File: config.mk
export PLATFORM = sky130hd
export DESIGN_NAME = dmem_arbiter
export DESIGN_NICKNAME = d
export VERILOG_FILES = /design/src/rtl/dmem_arbiter.sv
export SDC_FILE = /design/constraint.sdc
export NUM_CORES = 1
export LEC_CHECK = 0
export ABC_CLOCK_PERIOD_IN_PS = 3300
export CAP_MARGIN = 20
export CORE_AREA = 2 2 115 117
export DETAILED_ROUTE_END_ITERATION = 8
export DIE_AREA = 0 0 117 119
export PLACE_DENSITY = 0.74
export SYNTH_ARGS = -nofsm -noshare
export SYNTH_HDL_FRONTEND = slang
export SYNTH_SLANG_ARGS = --single-unit
File: constraint.sdc
create_clock -name clk -period 3.3 [get_ports clk]
set_clock_uncertainty 0.2 [all_clocks]
set_input_delay 0.495 -clock clk [delete_from_list [all_inputs] [get_ports clk]]
set_output_delay 0.495 -clock clk [all_outputs]
set_load 0.02 [all_outputs]
File: src/rtl/dmem_arbiter.sv
// Round-robin arbiter that shares one data memory between the core load/store port and the loader port.
// Defining DMEM_ARB_PERF_EN adds live stall/conflict cycle counters; otherwise perf_* are tied to zero.
module dmem_arbiter #(
   parameter int DATA_W  = 32,
   parameter int ADDR_W  = 9,
   parameter int MEM_LAT = 1
) (
   input  logic              clk,
   input  logic              reset,
   input  logic              c_rd,
   input  logic              c_wr,
   input  logic [ADDR_W-1:0] c_addr,
   input  logic [DATA_W-1:0] c_wr_data,
   output logic [DATA_W-1:0] c_rd_data,
   output logic              c_stall,
   input  logic              l_req,
   input  logic              l_we,
   input  logic [ADDR_W-1:0] l_addr,
   input  logic [DATA_W-1:0] l_wr_data,
   output logic              l_ack,
   output logic [DATA_W-1:0] l_rd_data,
   output logic              m_rd,
   output logic              m_wr,
   output logic [ADDR_W-1:0] m_addr,
   output logic [DATA_W-1:0] m_wr_data,
   input  logic [DATA_W-1:0] m_rd_data,
   output logic [31:0]       perf_stall_cnt,
   output logic [31:0]       perf_conflict_cnt
);

   localparam logic [0:0] ST_IDLE    = 1'b0;
   localparam logic [0:0] ST_RD_WAIT = 1'b1;
   localparam logic       OWN_CORE   = 1'b0;
   localparam logic       OWN_LOAD   = 1'b1;
   localparam logic [1:0] LAT_INIT   = 2'(MEM_LAT - 1);

   logic [0:0]        state_r;
   logic [0:0]        state_nxt_s;
   logic              owner_r;
   logic              owner_nxt_s;
   logic              last_grant_r;
   logic              last_grant_nxt_s;
   logic [1:0]        lat_cnt_r;
   logic [1:0]        lat_cnt_nxt_s;
   logic [DATA_W-1:0] c_rd_hold_r;
   logic [DATA_W-1:0] l_rd_hold_r;

   logic              core_req_s;
   logic              grant_core_s;
   logic              grant_load_s;
   logic              grant_we_s;
   logic              rd_ret_s;
   logic              ret_core_s;
   logic              ret_load_s;

   // arbitration: choose the winner of an IDLE cycle, the non-last_grant side wins a tie
   always_comb begin
      core_req_s   = c_rd | c_wr;
      grant_core_s = 1'b0;
      grant_load_s = 1'b0;
      if (!reset && (state_r == ST_IDLE)) begin
         if (core_req_s && l_req) begin
            if (last_grant_r == OWN_LOAD) begin
               grant_core_s = 1'b1;
            end else begin
               grant_load_s = 1'b1;
            end
         end else if (core_req_s) begin
            grant_core_s = 1'b1;
         end else if (l_req) begin
            grant_load_s = 1'b1;
         end else begin
            grant_core_s = 1'b0;
         end
      end else begin
         grant_core_s = 1'b0;
      end
   end

   // access type of the granted request and read-return detection
   always_comb begin
      grant_we_s = 1'b0;
      if (grant_core_s) begin
         grant_we_s = c_wr;
      end else if (grant_load_s) begin
         grant_we_s = l_we;
      end else begin
         grant_we_s = 1'b0;
      end
      rd_ret_s   = !reset && (state_r == ST_RD_WAIT) && (lat_cnt_r == 2'd0);
      ret_core_s = rd_ret_s && (owner_r == OWN_CORE);
      ret_load_s = rd_ret_s && (owner_r == OWN_LOAD);
   end

   // memory strobes, handshakes and read-data steering
   always_comb begin
      m_wr      = (grant_core_s | grant_load_s) & grant_we_s;
      m_rd      = (grant_core_s | grant_load_s) & ~grant_we_s;
      m_addr    = {ADDR_W{1'b0}};
      m_wr_data = {DATA_W{1'b0}};
      if (grant_core_s) begin
         m_addr    = c_addr;
         m_wr_data = c_wr_data;
      end else if (grant_load_s) begin
         m_addr    = l_addr;
         m_wr_data = l_wr_data;
      end else begin
         m_addr    = {ADDR_W{1'b0}};
      end
      // a core request is released only by its own write grant or its own read return
      if (reset || !core_req_s) begin
         c_stall = 1'b0;
      end else begin
         c_stall = !((grant_core_s && c_wr) || ret_core_s);
      end
      l_ack     = (grant_load_s & l_we) | ret_load_s;
      c_rd_data = ret_core_s ? m_rd_data : c_rd_hold_r;
      l_rd_data = ret_load_s ? m_rd_data : l_rd_hold_r;
   end

   // next-state logic for the IDLE / RD_WAIT sequencer
   always_comb begin
      state_nxt_s      = state_r;
      owner_nxt_s      = owner_r;
      last_grant_nxt_s = last_grant_r;
      lat_cnt_nxt_s    = lat_cnt_r;
      case (state_r)
         ST_IDLE: begin
            if (grant_core_s || grant_load_s) begin
               last_grant_nxt_s = grant_load_s ? OWN_LOAD : OWN_CORE;
               if (!grant_we_s) begin
                  owner_nxt_s   = grant_load_s ? OWN_LOAD : OWN_CORE;
                  lat_cnt_nxt_s = LAT_INIT;
                  state_nxt_s   = ST_RD_WAIT;
               end else begin
                  state_nxt_s   = ST_IDLE;
               end
            end else begin
               state_nxt_s = ST_IDLE;
            end
         end
         ST_RD_WAIT: begin
            if (lat_cnt_r == 2'd0) begin
               state_nxt_s = ST_IDLE;
            end else begin
               lat_cnt_nxt_s = lat_cnt_r - 2'd1;
            end
         end
         default: begin
            state_nxt_s = ST_IDLE;
         end
      endcase
   end

   // sequencer state and held read data
   always_ff @(posedge clk) begin
      if (reset) begin
         state_r      <= ST_IDLE;
         owner_r      <= OWN_CORE;
         last_grant_r <= OWN_LOAD;
         lat_cnt_r    <= 2'd0;
         c_rd_hold_r  <= {DATA_W{1'b0}};
         l_rd_hold_r  <= {DATA_W{1'b0}};
      end else begin
         state_r      <= state_nxt_s;
         owner_r      <= owner_nxt_s;
         last_grant_r <= last_grant_nxt_s;
         lat_cnt_r    <= lat_cnt_nxt_s;
         if (ret_core_s) begin
            c_rd_hold_r <= m_rd_data;
         end
         if (ret_load_s) begin
            l_rd_hold_r <= m_rd_data;
         end
      end
   end

`ifdef DMEM_ARB_PERF_EN
   logic [31:0] stall_cnt_r;
   logic [31:0] conflict_cnt_r;
   logic        conflict_s;

   assign conflict_s = !reset && (state_r == ST_IDLE) && core_req_s && l_req;

   // free-running event counters, wrapping at 2^32
   always_ff @(posedge clk) begin
      if (reset) begin
         stall_cnt_r    <= 32'd0;
         conflict_cnt_r <= 32'd0;
      end else begin
         if (c_stall) begin
            stall_cnt_r <= stall_cnt_r + 32'd1;
         end
         if (conflict_s) begin
            conflict_cnt_r <= conflict_cnt_r + 32'd1;
         end
      end
   end

   assign perf_stall_cnt    = stall_cnt_r;
   assign perf_conflict_cnt = conflict_cnt_r;
`else
   assign perf_stall_cnt    = 32'd0;
   assign perf_conflict_cnt = 32'd0;
`endif

endmodule

Yosys cells after proc, flatten, opt, wreduce, memory -nomap -nowiden
Index checks and enable logic that the tools add are counted.
{"block": "op_classes", "bitwise_logic": 9, "mux": 27, "n_addsub": 1, "reduce_logical": 17, "eq_ne": 3}
{"cell": "$mux W32", "count": 4}
{"cell": "$mux W9", "count": 2}
{"cell": "$mux W1", "count": 16}
{"cell": "$logic_and A1 B1 Y1", "count": 7}
{"cell": "$mux W2", "count": 3}
{"cell": "$reduce_and A3 Y1", "count": 2}
{"cell": "$ne A2 B2 Y1 const B", "count": 2}
{"cell": "$pmux W2 S2", "count": 1}
{"cell": "$and A1 B1 Y1", "count": 3}
{"cell": "$logic_not A1 Y1", "count": 3}
{"cell": "$logic_or A1 B1 Y1", "count": 3}
{"cell": "$not A1 Y1", "count": 3}
{"cell": "$or A1 B1 Y1", "count": 3}
{"cell": "$logic_not A2 Y1", "count": 1}
{"cell": "$ne A2 B1 Y1 const B", "count": 1}
{"cell": "$pmux W1 S2", "count": 1}
{"cell": "$reduce_and A2 Y1", "count": 1}
{"cell": "$sub A2 B1 Y2 const B", "count": 1}
{"block": "word_totals", "reg_bits": 69}

Depth between registers and ports, before layout
Gate-level depths: netlist of the first run.
{"block": "logic_depth", "depth_word": 9, "depth_mapped": 7}

Worst setup path after synthesis of the first run
OpenSTA, ideal clock, no wires.
{"block": "synth_path", "kind": "flip-flop to output port", "start": "reg lat_cnt_r[0]", "end": "out c_stall", "slack_ns": 0.446, "path_stages_with_launch": 7, "arrival_time_ns": 2.159, "t_required_ns": 2.605, "n_path_buf": 2, "path_cell_list": "dfxtp_1 -> inv_1 -> ha_1 -> and4bb_1 -> buf_4 -> buf_6 -> a2111oi_0"}
{"block": "synth_between", "elab_chain_cells": 6}
{"item": "start, declared", "line_no": "43", "rtl": "logic [1:0] lat_cnt_r;"}
{"item": "start signal, assigned", "line_no": "168", "rtl": "lat_cnt_r <= lat_cnt_nxt_s;"}
{"item": "$logic_not A2 Y1", "line_no": "90", "rtl": "rd_ret_s = !reset && (state_r == ST_RD_WAIT) && (lat_cnt_r == 2'd0);"}
{"item": "$logic_and A1 B1 Y1", "line_no": "90"}
{"item": "$logic_and A1 B1 Y1", "line_no": "91", "rtl": "ret_core_s = rd_ret_s && (owner_r == OWN_CORE);"}
{"item": "$logic_or A1 B1 Y1", "line_no": "114", "rtl": "c_stall = !((grant_core_s && c_wr) || ret_core_s);"}
{"item": "$logic_not A1 Y1", "line_no": "114"}
{"item": "$mux W1", "line_no": "111", "rtl": "if (reset || !core_req_s) begin"}
{"item": "end, declared", "line_no": "15", "rtl": "output logic c_stall,"}
No other way between the ends.

Worst setup path after layout of the first run
{"block": "layout_path", "start": "in l_req", "end": "out m_wr_data[4]"}
{"block": "layout_between", "elab_chain_cells": 6}
{"item": "start, declared", "line_no": "16", "rtl": "input logic l_req,"}
{"item": "$mux W1", "line_no": "70", "rtl": "end else if (l_req) begin"}
{"item": "$mux W1", "line_no": "68", "rtl": "end else if (core_req_s) begin"}
{"item": "$mux W1", "line_no": "62", "rtl": "if (core_req_s && l_req) begin"}
{"item": "$mux W1", "line_no": "61", "rtl": "if (!reset && (state_r == ST_IDLE)) begin"}
{"item": "$mux W32", "line_no": "104", "rtl": "end else if (grant_load_s) begin"}
{"item": "$mux W32 *", "line_no": "101", "rtl": "if (grant_core_s) begin"}
{"item": "end, declared", "line_no": "25", "rtl": "output logic [DATA_W-1:0] m_wr_data,"}
Every way passes the cells marked *; elsewhere a longest branch is shown, timed or not.

==> results of run 1 <==
## synthesized netlist by cell type (all sizes together), types with 2 or more instances
| master | count | area share [%] |
|---|---|---|
| a31oi | 2 | 0.32 |
| dfxtp | 69 | 36 |
| inv | 7 | 0.68 |
| nor2 | 3 | 0.29 |
| o21ai | 3 | 0.39 |
| a22o | 42 | 9.5 |
| mux2 | 64 | 21 |
| clkbuf | 7 | 0.68 |
| buf | 82 | 15 |
| and2 | 31 | 5.0 |
| a2111oi | 2 | 0.61 |
| nor4b | 2 | 0.45 |
| nor2b | 37 | 6.0 |
| o41ai | 2 | 0.45 |
## report_power, final
part           internal [W]  switching [W]
Clock              0.000665       0.000374
Sequential         0.000859      0.0000129
Combinational      0.000396       0.000362
Total               0.00192       0.000749
## layout make-up
type / count / area, um2 / share of cell area (%)
Sequential cell: 69 / 1380 / 21.4
Timing Repair Buffer: 243 / 2420 / 37.5
Clock buffer: 9 / 225 / 3.49
Tap cell: 176 / 220 / 3.41
Multi-Input combinational cell: 264 / 2080 / 32.3
Inverter: 7 / 26.3 / 0.407
Antenna cell: 1 / 2.50 / 0.0387
Clock inverter: 7 / 97.6 / 1.51
## critical path, cell delays in order
cell	delay (ps)
clkdlybuf4s50_1	450
nor2b_1	170
buf_4	140
nor4_4	180
buf_12	250
a22o_1	180
clkdlybuf4s50_1	630
## path summary, 6_finish.rpt
kind,slack [ps],cells after the start,to
min,270,2,state_r
min reg2reg,310,2,lat_cnt_r[1]
max reg2reg,1270,6,c_rd_hold_r[0]
max,100,7,m_wr_data[4]
## sequential cells by signal, indices dropped and copies added, names as in the netlist
| signal | flops |
|---|---|
| c_rd_hold_r | 32 |
| l_rd_hold_r | 32 |
| lat_cnt_r | 2 |
| last_grant_r | 1 |
| owner_r | 1 |
| state_r | 1 |
## per-layer routing
| metal | track usage, % | wire (um) |
|---|---|---|
| met1 | 17.2 | 4550 |
| met2 | 30.7 | 6400 |
| met3 | 4.58 | 881 |
| met4 | 9.41 | 496 |
| met5 | 0 | 0 |
## timing repair
item,in CTS,in global routing
endpoints found under the setup margin,0,32
gates resized for setup,0,3
setup buffers,0,0
## cells by family (layout without fill, tap and decap cells)
| kind of cell | Yosys count | after routing | synth area share [%] |
|---|---|---|---|
| mux | 64 | 64 | 21.4 |
| other cells | 1 | 65 | 0.0969 |
| compound gates | 55 | 55 | 12.2 |
| flops | 69 | 69 | 35.7 |
| simple gates | 80 | 80 | 13.6 |
| buf+inv | 96 | 266 | 16.7 |
| fa+ha+maj | 1 | 1 | 0.323 |
## stage by stage
step	total power, W	hold WS [ps]	area, um2
floorplan	0.00133	249	4110
global placement	0.00164	263	6130
detailed placement	0.00165	295	6130
CTS	0.00270	267	6450
global route	0.00277	279	6460
finish	0.00267	270	6460
==> out/results.txt, run 1 <==
final wirelength = 12300 um
#FFs+latches synth = 69
Post-DP HPWL = 9730 um
first-pass GRT wire length = 17700 um
worst setup path class = in2out
initial core utilization = 30.0%
gr usage total = 16.9%
Async SR Flop Fraction = 0%
min cycle time layout = 3200 ps
CTS Buf Count = 9
worst skew pair latency = 330 ps
Residual DRC = 0
unrepaired setup endpoints after global routing = false
Place WS = 18.1 ps
reg2reg start = lat_cnt_r[0]
layout cells sized above 1 = 16.9%
via count = 3331
most frequent cells in the layout = clkdlybuf4s50_1 (219), dfxtp_1 (68), conb_1 (64)
Max clock buf depth = 2
number of global-route vias before repair = 3350
status = finished clean
hold crit path type = in2reg
IO Pins = 293
Max-cap violations = 0
maximum vdd drop = 202 uV
synth unique cells = 32
final core utilization = 50.2%
initial DRC count = 70
largest net degree at the start of global routing = 43
Die X = 117 um
measured slew at the worst slew-check pin = 933 ps
pwr/cell area = 413 nW/um2
core area = 12900 um2
CP max FO = 42
startpoint class of the critical path = input pin
dpl cells = 759
Fin. Hold Viols = 0
register area share after synthesis = 35.7%
Critical Path RT = 2600 ps
commonest non-fill, non-tap cell in the layout = clkdlybuf4s50_1
die height = 119 um
Leak = 2.69 nW
relative slew slack = 37.7%
CP Launch Point = l_req
vias per cell = 4.29
Setup TNS = 0 ps
worst setup margin = 98.6 ps
Cells after Synth = 366
fin nets = 715
total gr overflow = 0
number of fill cells in the layout = 1197
Hold-fix buffers, CTS = 0
Layout area overhead = 66.9%
antenna viol nets, final = 0
drt pass-1 iters = 4
final slew viol count = 0
Final setup viols = 0
clk root buf = clkbuf_16
hold_sp = reset
Post-synth EDFFs = 0
Period Utilization, post-route = 97.0%
Non-Filler Instances = 776
Die ar. = 13900 um2
CTS tree = built
endpoint class of the critical path = output pin
FP Rows = 42
clk sinks = 69
I/O Buffers = 228
Worst-path clk slew = 60 ps
Synth Cell Area = 3870 um2
Wirelength per Cell = 15.9 um
Arr. time, crit path = 2510 ps
initial antenna violation count = 1
Syn Area/Cell = 10.6 um2
yosys warns = 0
Top FF cell, synth = dfxtp_1
H-tree depth = 3
GPL Wtd Cong = 0.908
fmax = 0.312 GHz
Note: power is estimated with default switching activity, not from simulation.
==> inputs of run 2 (changes only) <==
--- a/config.mk
+++ b/config.mk
@@ -6,11 +6,12 @@
 export NUM_CORES = 1
 export LEC_CHECK = 0
 export ABC_CLOCK_PERIOD_IN_PS = 3300
-export CAP_MARGIN = 20
+export CAP_MARGIN = 15
 export CORE_AREA = 2 2 115 117
 export DETAILED_ROUTE_END_ITERATION = 8
 export DIE_AREA = 0 0 117 119
 export PLACE_DENSITY = 0.74
+export SETUP_SLACK_MARGIN = 0.5
 export SYNTH_ARGS = -nofsm -noshare
 export SYNTH_HDL_FRONTEND = slang
 export SYNTH_SLANG_ARGS = --single-unit
==> out/results.txt, run 2 (synthesis results as in run 1) <==
status = finished clean
worst skew pair latency = 320 ps
I/O Buffers = 228
hold crit path type = in2reg
Die ar. = 13900 um2
endpoint class of the critical path = output pin
largest net degree at the start of global routing = 42
final slew viol count = 0
Wirelength per Cell = 15.6 um
pwr/cell area = 404 nW/um2
Setup TNS = 0 ps
Layout area overhead = 63.5%
gr usage total = 17.1%
initial DRC count = 83
measured slew at the worst slew-check pin = 931 ps
Arr. time, crit path = 2040 ps
vias per cell = 4.38
Flop pwr share = 34.0%
clk root buf = clkbuf_16
worst setup path class = reg2out
P_int = 0.00184 W
total gr overflow = 0
H-tree depth = 3
relative slew slack = 37.9%
die height = 119 um
Final setup viols = 0
core area = 12900 um2
Residual DRC = 0
Post-DP HPWL = 8930 um
Largest stage delay, worst path = 320 ps
Leak = 3.10 nW
clock power share = 37.5%
fin nets = 728
number of global-route vias before repair = 3561
GPL Wtd Cong = 0.824
min cycle time layout = 2730 ps
worst path cell trace = inv_2, ha_4, and4bb_4, buf_12, bufbuf_16, mux2_4, buf_2
CTS tree = built
fmax = 0.366 GHz
Critical Path RT = 2600 ps
layout cells sized above 1 = 27.7%
final wirelength = 12200 um
FP Rows = 42
clk sinks = 69
commonest non-fill, non-tap cell in the layout = clkdlybuf4s50_1
post-route cell area = 6330 um2
Worst-path clk slew = 60 ps
Switch Pwr = 0.000718 W
Fin. Hold Viols = 0
initial core utilization = 30.0%
Die X = 117 um
Crit-path slowest cell = dfxtp_1
startpoint class of the critical path = flop
drt pass-1 iters = 4
antenna viol nets, final = 0
initial antenna violation count = 0
IO Pins = 293
switching share of power = 28.1%
Period Utilization, post-route = 82.8%
Hold-fix buffers, CTS = 0
maximum vdd drop = 198 uV
Max clock buf depth = 2
most frequent cells in the layout = clkdlybuf4s50_1 (115), dfxtp_1 (68), conb_1 (64)
biggest regs = c_rd_hold_r: 32 flops, l_rd_hold_r: 32 flops, lat_cnt_r: 2 flops
# diodes = 0
combinational power share = 28.5%
CTS Buf Count = 9
CP max FO = 5
Max-cap violations = 0
Area after DPL = 6120 um2
unrepaired setup endpoints after global routing = false
via count = 3445
first-pass GRT wire length = 18400 um
## run 2: cell count changes in the layout (fill, tap and decap cells not counted), sizes merged
cell / before / now
buf: 24 / 81
bufbuf: 0 / 1
bufinv: 2 / 1
clkbuf: 9 / 15
clkdlybuf4s15: 0 / 3
clkdlybuf4s18: 0 / 1
clkdlybuf4s50: 219 / 115
clkinvlp: 2 / 1
diode: 1 / 0
dlygate4sd2: 0 / 49
dlymetal6s2s: 0 / 2
inv: 9 / 7
## run 2: per-stage QoR
| stage | cells | power, W | utilization, % | hold WS (ps) | worst slack, ps |
|---|---|---|---|---|---|
| CTS | 784 | 0.00260 | 49.2 | 300 | 432 |
| detailed placement | 757 | 0.00164 | 47.5 | 298 | 48.9 |
| global route | 786 | 0.00267 | 49.1 | 326 | 502 |
| global placement | 757 | 0.00163 | 47.5 | 261 | 121 |
| floorplan | 429 | 0.00133 | - | 249 | 704 |
| finish | 786 | 0.00255 | 49.1 | 310 | 568 |
## run 2: layer usage
layer	up-vias	global-route usage [%]	wire (um)
met4	0	4.49	143
met1	1635	18.4	4590
li1	1619	-	-
met2	180	32.7	6660
met3	11	4.07	833
met5	-	0	0
## run 2: cell type report
| cell class | instances | area (um2) |
|---|---|---|
| Multi-Input combinational cell | 264 | 2110 |
| Tap cell | 176 | 220 |
| Timing Repair Buffer | 256 | 2290 |
| Clock buffer | 11 | 253 |
| Inverter | 7 | 26.3 |
| Clock inverter | 3 | 46.3 |
| Sequential cell | 69 | 1380 |
| Fill cell | 1219 | 6550 |
## run 2: critical path: cells and delay by family, from the launching register on
kind	cells	cell delay [ps]
buf+inv	4	630
flops	1	320
simple gates	1	300
mux	1	300
fa+ha+maj	1	160
## run 2: path summary, 6_finish.rpt
path | from | end | slack [ps] | cells after the start
max reg2reg | lat_cnt_r[1] | c_rd_hold_r[17] | 1280 | 7
min | reset | state_r | 310 | 3
max | lat_cnt_r[1] | c_rd_data[21] | 570 | 7
min reg2reg | lat_cnt_r[1] | lat_cnt_r[1] | 330 | 2
## run 2: timing repair
action                                  CTS  global route
gates resized for setup                 290            12
pin swaps                                 2             2
endpoints found under the setup margin  109            69
cloned                                    5             0
setup buffers                             8             2
## run 2: power groups by stage
stage / clock, W / sequential (W) / combinational (W)
CTS: 0.000992 / 0.000868 / 0.000740
detailed placement: 0 / 0.000885 / 0.000756
finish: 0.000958 / 0.000868 / 0.000729
global route: 0.00103 / 0.000870 / 0.000774
global placement: 0 / 0.000884 / 0.000747
floorplan: 0 / 0.000883 / 0.000447
